`src/rtl/pwm_servo_pkg.sv`:
```
// Shared servo PWM constants and the capture FSM state type.
// The servo generator uses the same mapping: pulse cycles = MIN_W + STEP * angle.
package pwm_servo_pkg;
    localparam int CLK_HZ     = 50_000_000;
    localparam int MIN_W      = 50000;
    localparam int STEP       = 275;
    localparam int MAX_ANGLE  = 180;
    localparam int GLITCH_W   = 500;
    localparam int ABORT_W    = 150000;
    localparam int LOSS_T     = 1250000;

    localparam int NUM_CH     = 4;
    localparam int WIDTH_BITS = 18;
    localparam int LOSS_BITS  = 21;
    localparam int ANGLE_BITS = 8;

    typedef enum logic [1:0] {
        IDLE,
        HIGH,
        DIVIDE,
        DONE
    } cap_state_t;
endpackage

```
`src/rtl/pwm_angle_if.sv`:
```
// PWM inputs and decoded angle outputs of the four-channel capture block.
// The master side drives the PWM lines; the slave side is the decoder.
interface pwm_angle_if;
    import pwm_servo_pkg::*;

    logic [NUM_CH-1:0]     pwm_in;
    logic [ANGLE_BITS-1:0] angle1;
    logic [ANGLE_BITS-1:0] angle2;
    logic [ANGLE_BITS-1:0] angle3;
    logic [ANGLE_BITS-1:0] angle4;
    logic [NUM_CH-1:0]     valid;
    logic [NUM_CH-1:0]     range_err;
    logic [NUM_CH-1:0]     loss;

    modport master (
        output pwm_in,
        input  angle1, angle2, angle3, angle4, valid, range_err, loss
    );

    modport slave (
        input  pwm_in,
        output angle1, angle2, angle3, angle4, valid, range_err, loss
    );
endinterface

```
`src/rtl/pwm_capture_channel.sv`:
```
// One servo PWM capture channel: synchroniser, edge detect, width FSM with a
// one-step-per-cycle divider, and a signal-loss watchdog.
module pwm_capture_channel import pwm_servo_pkg::*; #(
    parameter int MIN_W     = pwm_servo_pkg::MIN_W,
    parameter int STEP      = pwm_servo_pkg::STEP,
    parameter int MAX_ANGLE = pwm_servo_pkg::MAX_ANGLE,
    parameter int GLITCH_W  = pwm_servo_pkg::GLITCH_W,
    parameter int ABORT_W   = pwm_servo_pkg::ABORT_W,
    parameter int LOSS_T    = pwm_servo_pkg::LOSS_T
) (
    input  logic                  clk,
    input  logic                  srst,
    input  logic                  pwm_in,
    output logic [ANGLE_BITS-1:0] angle,
    output logic                  valid,
    output logic                  range_err,
    output logic                  loss
);
    localparam logic [WIDTH_BITS-1:0] MIN_V    = WIDTH_BITS'(MIN_W);
    localparam logic [WIDTH_BITS-1:0] STEP_V   = WIDTH_BITS'(STEP);
    localparam logic [WIDTH_BITS-1:0] GLITCH_V = WIDTH_BITS'(GLITCH_W);
    localparam logic [WIDTH_BITS-1:0] ABORT_V  = WIDTH_BITS'(ABORT_W);
    localparam logic [ANGLE_BITS-1:0] MAXA_V   = ANGLE_BITS'(MAX_ANGLE);
    localparam logic [LOSS_BITS-1:0]  LOSS_V   = LOSS_BITS'(LOSS_T);

    logic                  sync1_reg, sync2_reg, prev_reg;
    logic [1:0]            fill_reg;
    logic                  armed_reg;
    logic                  rise, fall;
    cap_state_t            state_reg;
    logic [WIDTH_BITS-1:0] width_reg, rem_reg;
    logic                  under_reg;
    logic [ANGLE_BITS-1:0] quot_reg, angle_reg;
    logic                  valid_reg, range_err_reg, loss_reg;
    logic [LOSS_BITS-1:0]  loss_cnt_reg;

    // Synchronise the input; arm edge detection only once a low level has been
    // seen after reset, so a pulse already high at reset release is skipped.
    always_ff @(posedge clk) begin
        if (srst) begin
            sync1_reg <= 1'b0;
            sync2_reg <= 1'b0;
            prev_reg  <= 1'b0;
            fill_reg  <= 2'b00;
            armed_reg <= 1'b0;
        end else begin
            sync1_reg <= pwm_in;
            sync2_reg <= sync1_reg;
            prev_reg  <= sync2_reg;
            fill_reg  <= {fill_reg[0], 1'b1};
            if (fill_reg[1] && !sync2_reg)
                armed_reg <= 1'b1;
        end
    end

    assign rise = armed_reg &&  sync2_reg && !prev_reg;
    assign fall = armed_reg && !sync2_reg &&  prev_reg;

    // Capture FSM: measure high time, divide by repeated subtraction, publish.
    always_ff @(posedge clk) begin
        if (srst) begin
            state_reg     <= IDLE;
            width_reg     <= '0;
            rem_reg       <= '0;
            under_reg     <= 1'b0;
            quot_reg      <= '0;
            angle_reg     <= '0;
            valid_reg     <= 1'b0;
            range_err_reg <= 1'b0;
        end else begin
            valid_reg <= 1'b0;
            case (state_reg)
                IDLE: begin
                    if (rise) begin
                        width_reg <= WIDTH_BITS'(1);
                        state_reg <= HIGH;
                    end
                end
                HIGH: begin
                    if (fall) begin
                        if (width_reg < GLITCH_V) begin
                            state_reg <= IDLE;
                        end else begin
                            // Remainder wraps for short pulses; under_reg overrides it.
                            under_reg <= (width_reg < MIN_V);
                            rem_reg   <= width_reg - MIN_V;
                            quot_reg  <= '0;
                            state_reg <= DIVIDE;
                        end
                    end else if (width_reg >= ABORT_V) begin
                        range_err_reg <= 1'b1;
                        state_reg     <= IDLE;
                    end else begin
                        width_reg <= width_reg + WIDTH_BITS'(1);
                    end
                end
                DIVIDE: begin
                    if (under_reg) begin
                        quot_reg      <= '0;
                        range_err_reg <= 1'b1;
                        state_reg     <= DONE;
                    end else if (rem_reg >= STEP_V && quot_reg != MAXA_V) begin
                        rem_reg  <= rem_reg - STEP_V;
                        quot_reg <= quot_reg + ANGLE_BITS'(1);
                    end else begin
                        // A full step left over at the clamp means the pulse was too long.
                        range_err_reg <= (rem_reg >= STEP_V);
                        state_reg     <= DONE;
                    end
                end
                DONE: begin
                    angle_reg <= quot_reg;
                    valid_reg <= 1'b1;
                    state_reg <= IDLE;
                end
                default: state_reg <= IDLE;
            endcase
        end
    end

    // Loss watchdog: count cycles since the last rising edge, saturating;
    // the flag is sticky until this channel publishes a new angle.
    always_ff @(posedge clk) begin
        if (srst) begin
            loss_cnt_reg <= '0;
            loss_reg     <= 1'b0;
        end else begin
            if (rise)
                loss_cnt_reg <= '0;
            else if (loss_cnt_reg != LOSS_V)
                loss_cnt_reg <= loss_cnt_reg + LOSS_BITS'(1);

            if (state_reg == DONE)
                loss_reg <= 1'b0;
            else if (loss_cnt_reg == LOSS_V)
                loss_reg <= 1'b1;
        end
    end

    assign angle     = angle_reg;
    assign valid     = valid_reg;
    assign range_err = range_err_reg;
    assign loss      = loss_reg;
endmodule

```
`src/rtl/pwm_angle_decoder.sv`:
```
// Four-channel servo PWM angle decoder: one capture channel per input bit,
// outputs mapped onto the angle interface.
module pwm_angle_decoder import pwm_servo_pkg::*; #(
    parameter int MIN_W     = pwm_servo_pkg::MIN_W,
    parameter int STEP      = pwm_servo_pkg::STEP,
    parameter int MAX_ANGLE = pwm_servo_pkg::MAX_ANGLE,
    parameter int GLITCH_W  = pwm_servo_pkg::GLITCH_W,
    parameter int ABORT_W   = pwm_servo_pkg::ABORT_W,
    parameter int LOSS_T    = pwm_servo_pkg::LOSS_T
) (
    input  logic       clk,
    input  logic       rst,
    pwm_angle_if.slave bus
);
    logic [ANGLE_BITS-1:0] angle_ch [NUM_CH];
    logic [NUM_CH-1:0]     valid_ch;
    logic [NUM_CH-1:0]     err_ch;
    logic [NUM_CH-1:0]     loss_ch;

    generate
        for (genvar gi = 0; gi < NUM_CH; gi++) begin : g_ch
            pwm_capture_channel #(
                .MIN_W     (MIN_W),
                .STEP      (STEP),
                .MAX_ANGLE (MAX_ANGLE),
                .GLITCH_W  (GLITCH_W),
                .ABORT_W   (ABORT_W),
                .LOSS_T    (LOSS_T)
            ) u_ch (
                .clk       (clk),
                .srst      (rst),
                .pwm_in    (bus.pwm_in[gi]),
                .angle     (angle_ch[gi]),
                .valid     (valid_ch[gi]),
                .range_err (err_ch[gi]),
                .loss      (loss_ch[gi])
            );
        end
    endgenerate

    assign bus.angle1    = angle_ch[0];
    assign bus.angle2    = angle_ch[1];
    assign bus.angle3    = angle_ch[2];
    assign bus.angle4    = angle_ch[3];
    assign bus.valid     = valid_ch;
    assign bus.range_err = err_ch;
    assign bus.loss      = loss_ch;
endmodule

```
`src/flat_wrapper.sv`:
```
// flat-port wrapper written by rule: the top's interface ports become plain ports
module pwm_angle_decoder_flat import pwm_servo_pkg::*;
#(
    parameter int MIN_W     = pwm_servo_pkg::MIN_W,
    parameter int STEP      = pwm_servo_pkg::STEP,
    parameter int MAX_ANGLE = pwm_servo_pkg::MAX_ANGLE,
    parameter int GLITCH_W  = pwm_servo_pkg::GLITCH_W,
    parameter int ABORT_W   = pwm_servo_pkg::ABORT_W,
    parameter int LOSS_T    = pwm_servo_pkg::LOSS_T
)
  (clk, rst, bus_pwm_in, bus_angle1, bus_angle2, bus_angle3, bus_angle4, bus_valid, bus_range_err, bus_loss);
  pwm_angle_if bus_i ();
  input  logic clk;
  input  logic rst;
  input wire logic [$bits(bus_i.pwm_in)-1:0] bus_pwm_in;
  output wire logic [$bits(bus_i.angle1)-1:0] bus_angle1;
  output wire logic [$bits(bus_i.angle2)-1:0] bus_angle2;
  output wire logic [$bits(bus_i.angle3)-1:0] bus_angle3;
  output wire logic [$bits(bus_i.angle4)-1:0] bus_angle4;
  output wire logic [$bits(bus_i.valid)-1:0] bus_valid;
  output wire logic [$bits(bus_i.range_err)-1:0] bus_range_err;
  output wire logic [$bits(bus_i.loss)-1:0] bus_loss;
  assign bus_i.pwm_in = bus_pwm_in;
  assign bus_angle1 = bus_i.angle1;
  assign bus_angle2 = bus_i.angle2;
  assign bus_angle3 = bus_i.angle3;
  assign bus_angle4 = bus_i.angle4;
  assign bus_valid = bus_i.valid;
  assign bus_range_err = bus_i.range_err;
  assign bus_loss = bus_i.loss;
  pwm_angle_decoder #(.MIN_W(MIN_W), .STEP(STEP), .MAX_ANGLE(MAX_ANGLE), .GLITCH_W(GLITCH_W), .ABORT_W(ABORT_W), .LOSS_T(LOSS_T)) u_core (.clk(clk), .rst(rst), .bus(bus_i));
endmodule
```
`config.mk`:
```
export PLATFORM = sky130hd
export DESIGN_NAME = pwm_angle_decoder_flat
export DESIGN_NICKNAME = d
export VERILOG_FILES = /design/src/rtl/pwm_servo_pkg.sv /design/src/rtl/pwm_angle_if.sv /design/src/rtl/pwm_capture_channel.sv /design/src/rtl/pwm_angle_decoder.sv /design/src/flat_wrapper.sv
export SDC_FILE = /design/constraint.sdc
export NUM_CORES = 1
export LEC_CHECK = 0
export BUFFER_PORTS_ARGS = -buffer_cell sky130_fd_sc_hd__buf_2
export CAP_MARGIN = 5
export CORE_UTILIZATION = 34
export CTS_BUF_LIST = sky130_fd_sc_hd__clkbuf_2 sky130_fd_sc_hd__clkbuf_4 sky130_fd_sc_hd__clkbuf_8
export CTS_CLUSTER_DIAMETER = 60
export DETAILED_ROUTE_END_ITERATION = 6
export GPL_TIMING_DRIVEN = 0
export PLACE_DENSITY = 0.61
export SLEW_MARGIN = 20
export SYNTH_ARGS = -nofsm -noshare
export SYNTH_HDL_FRONTEND = slang
export SYNTH_SLANG_ARGS = --single-unit
```
`constraint.sdc`:
```
create_clock -name clk -period 3.38 [get_ports clk]
set_clock_uncertainty 0.1 [all_clocks]
set_input_delay 0.169 -clock clk [delete_from_list [all_inputs] [get_ports clk]]
set_output_delay 0.169 -clock clk [all_outputs]
set_load 0.1 [all_outputs]
```
==> flow_summary_export.csv <==
group,metric,value,unit
floorplan,rows,82,
placed_design,io_buffers,49,
timing,rsz0062_at_grt,"false",
clocking,cts_tree,"done",
clocking,htree_levels,2,
floorplan,fp.dieH,227,microns
final_layout,syn_to_final_growth,14.0,%
global_routing,grt_max_degree,16,
global_routing,grt_pass1_wl,79.4,mm
clocking,ctsResizeCount,0,
timing,worst_pin_slew,1100,ps
synthesis,yosys.area.top_type,"dfxtp_1",
min_path,hold_path_class,"in -> reg",
clocking,cts_sinks,334,
routing,ant_nets,0,
synthesis,synth_area,0.0173,sq mm
synthesis,yosysUniqueCellTypes,84,
synthesis,synth-compound-area-share,0.179,
floorplan,fp.dieW,227,microns
synthesis,ys.flop_type,"dfxtp_1",
worst_setup_path,cp_data_arrival_time,3520,ps
final_layout,largest_reg_flops,84,
worst_setup_path,worstPathBufferInverterCount,1,
worst_setup_path,crit_chain,"buf_2 > nor4_1 > nand3_1 > o311ai_2 > a21boi_0 > nor2_1 > a31oi_1 > nor2_1",
final_layout,drive_gt1_frac,0.0883,
routing,viasPerCell,5.30,
synthesis,syn_area_per_cell,7.72,sq um
clocking,clk_path_buf_depth,3,
final_layout,multi_input_area,0.00976,sq mm
floorplan,io_pins,50,
global_routing,antenna_found_initial,3,
synthesis,ys_ff_latch,334,
power_and_ir_drop,pwr-share-comb,0.025,
synthesis,yosysMostFrequentCell,"dfxtp_1",
worst_setup_path,critPathTopFamily,"compound AO/OA/AOI/OAI gates",
final_layout,final.fill_count,5220,
power_and_ir_drop,ir_worst_vdd,0.269,mV
status,status,"complete, no violations",
worst_setup_path,slowest_stage,"a21boi_0",
synthesis,async_reset_ff_frac,0,
power_and_ir_drop,switching_share,0.240,
synthesis,synthCells,2237,
global_routing,busiest_layer,"met2",
routing,vias,16300,
final_layout,register_area,0.00669,sq mm
timing,finalHoldViolations,0,
timing,period_needed,3100,ps
worst_setup_path,critPathCaptureType,"flip-flop",
timing,setup_violations,0,
synthesis,synth-xor-area-share,0.0847,
synthesis,synthTopCellsByCount,"334 x dfxtp_1, 330 x nor2_1, 250 x nand2_1, 179 x a21oi_1, 133 x o21ai_0",
placed_design,hpwlAfterDp,34.8,mm
global_routing,gr-total-overflow,0,
power_and_ir_drop,intPower,6200,uW
power_and_ir_drop,p_sw,1960,uW
synthesis,synthTopCellsByArea,"dfxtp_1 39%, nor2_1 7.2%, nand2_1 5.4%",
final_layout,fin_nets,2396,
floorplan,initial_core_util,0.344,
power_and_ir_drop,p_total,8160,uW
global_routing,gr-usage-met1,0.241,
power_and_ir_drop,power_density,415,mW/mm^2
routing,routed_wl,48.8,mm
synthesis,syn-num-nets,2279,
routing,first_pass_iters,5,
global_routing,met3_usage,0.0399,
worst_setup_path,cp-start-kind,"flip-flop",
floorplan,dieArea,0.0517,sq mm
synthesis,synth_mux_area_frac,0.00362,
worst_setup_path,crit_type,"reg -> reg",
global_routing,grt_pass1_vias,15600,
routing,drtIter0Drc,1238,
placed_design,place.gp.congestion,0.943,
worst_setup_path,critPathRequiredTime,3800,ps
synthesis,synth_top_family_by_area,"simple AND/OR/NAND/NOR gates",
synthesis,synth_simple_gate_area_frac,0.271,
timing,tns,0,ps
synthesis,netlist.area_leader.share,0.387,
global_routing,met2_usage,0.313,
synthesis,synth_warnings,0,
floorplan,core-area,0.0502,sq mm
timing,fmax,0.323,GHz
synthesis,synth-edff-count,0,
timing,drv_slew,0,
synthesis,synthAdderAreaFrac,0.0261,
power_and_ir_drop,leakage,0.00705,uW
timing,slew_headroom,0.267,
worst_setup_path,path_common_cell,"nor2_1",
power_and_ir_drop,seqPwrFrac,0.489,
clocking,clkLatencyLatePin,690,ps
clocking,clk_pin_slew,70,ps
clocking,numCtsBuffers,59,
timing,fin_crit_sh,0.917,
worst_setup_path,critical_path.max_fanout,9,
routing,drc_errors,0,
routing,wl_per_cell,15.9,microns
synthesis,synth.yosys.seq_area_share,0.387,
clocking,cts-root-buf,"clkbuf_8",
power_and_ir_drop,clkPwrFrac,0.485,
global_routing,grt_use_total,0.190,
worst_setup_path,max_stage_delay,690,ps
flow_run,drv_cap,0,
## metrics by stage
step | area (sq um) | setup WS, ps | instances | hold WS [ps] | util
after floorplan | 17300 | 990 | 2237 | 197 | -
after global placement | 18400 | 290 | 2958 | 290 | 0.366
after detailed placement | 18400 | 372 | 2959 | 293 | 0.366
after CTS | 19700 | 300 | 3073 | 110 | 0.392
after global routing | 19700 | 25.6 | 3074 | 139 | 0.392
final | 19700 | 282 | 3074 | 139 | 0.392
## kinds of logic (layout without fill, tap and decap cells)
logic type	count (synthesis)	after routing
adders and majority gates	36	36
muxes	6	6
other	0	1
AOI/OAI and AO/OA	498	498
DFF	334	334
and+or+nand+nor	991	991
buffers and inverters	205	369
xor gates and xnor gates	167	167
## worst register-to-register path, stage by stage, from the launching register on
cell,delay (ps)
dfxtp_1,300
buf_2,160
nor4_1,540
nand3_1,190
o311ai_2,650
a21boi_0,690
nor2_1,100
a31oi_1,180
nor2_1,50
## worst paths after layout
kind / startpoint / end / slack [ps] / cells past startpoint
setup reg to reg: u_core.g_ch[1].u_ch.width_reg[11]$_SDFFE_PP0P_ / u_core.g_ch[1].u_ch.rem_reg[0]$_SDFFE_PP0P_ / 280 / 8
hold / removal: bus_pwm_in[2] / u_core.g_ch[2].u_ch.sync1_reg$_SDFF_PP0_ / 140 / 3
hold reg to reg: u_core.g_ch[0].u_ch.sync1_reg$_SDFF_PP0_ / u_core.g_ch[0].u_ch.sync2_reg$_SDFF_PP0_ / 340 / 1
setup / recovery: u_core.g_ch[1].u_ch.width_reg[11]$_SDFFE_PP0P_ / u_core.g_ch[1].u_ch.rem_reg[0]$_SDFFE_PP0P_ / 280 / 8
## cell type report
type                    count  area share
multi-input cells        1698       0.496
flip-flops and latches    334       0.340
clock buffers              88      0.0564
well taps                 672      0.0427
plain buffers             132      0.0285
repair buffers             56      0.0158
inverters                  73      0.0139
clock inverters            20     0.00687
diodes                      1    0.000127
## what timing repair did
item / CTS / global route
buffers inserted: 0 / 0
endpoints found under the hold margin: 12 / 0
hold buffers: 6 / 0
## power by group through the flow
| stage | sequential (uW) | clock, uW | combinational (uW) |
|---|---|---|---|
| after floorplan | 4070 | 0 | 123 |
| after global placement | 4080 | 0 | 200 |
| after detailed placement | 4080 | 0 | 204 |
| after CTS | 3990 | 4080 | 210 |
| after global routing | 4000 | 4230 | 231 |
| final | 3990 | 3960 | 208 |
## layout by cell type, fill, tap and decap left out, types with 72 or more instances in the layout
cell type	instances
xnor2_1	76
dfxtp_1	334
inv_1	73
nor3_1	78
clkbuf_1	104
xor2_1	91
clkbuf_8	72
nand2_1	250
o21ai_0	133
a21oi_1	179
nand3_1	90
nor2_1	330
## layer usage
metal,vias to the layer above,routed length (microns)
met5,-,0
met2,440,22300
met1,7686,21800
met3,112,3060
met4,0,1590
li1,8045,-
No activity file was read; power rests on OpenSTA's default activity.
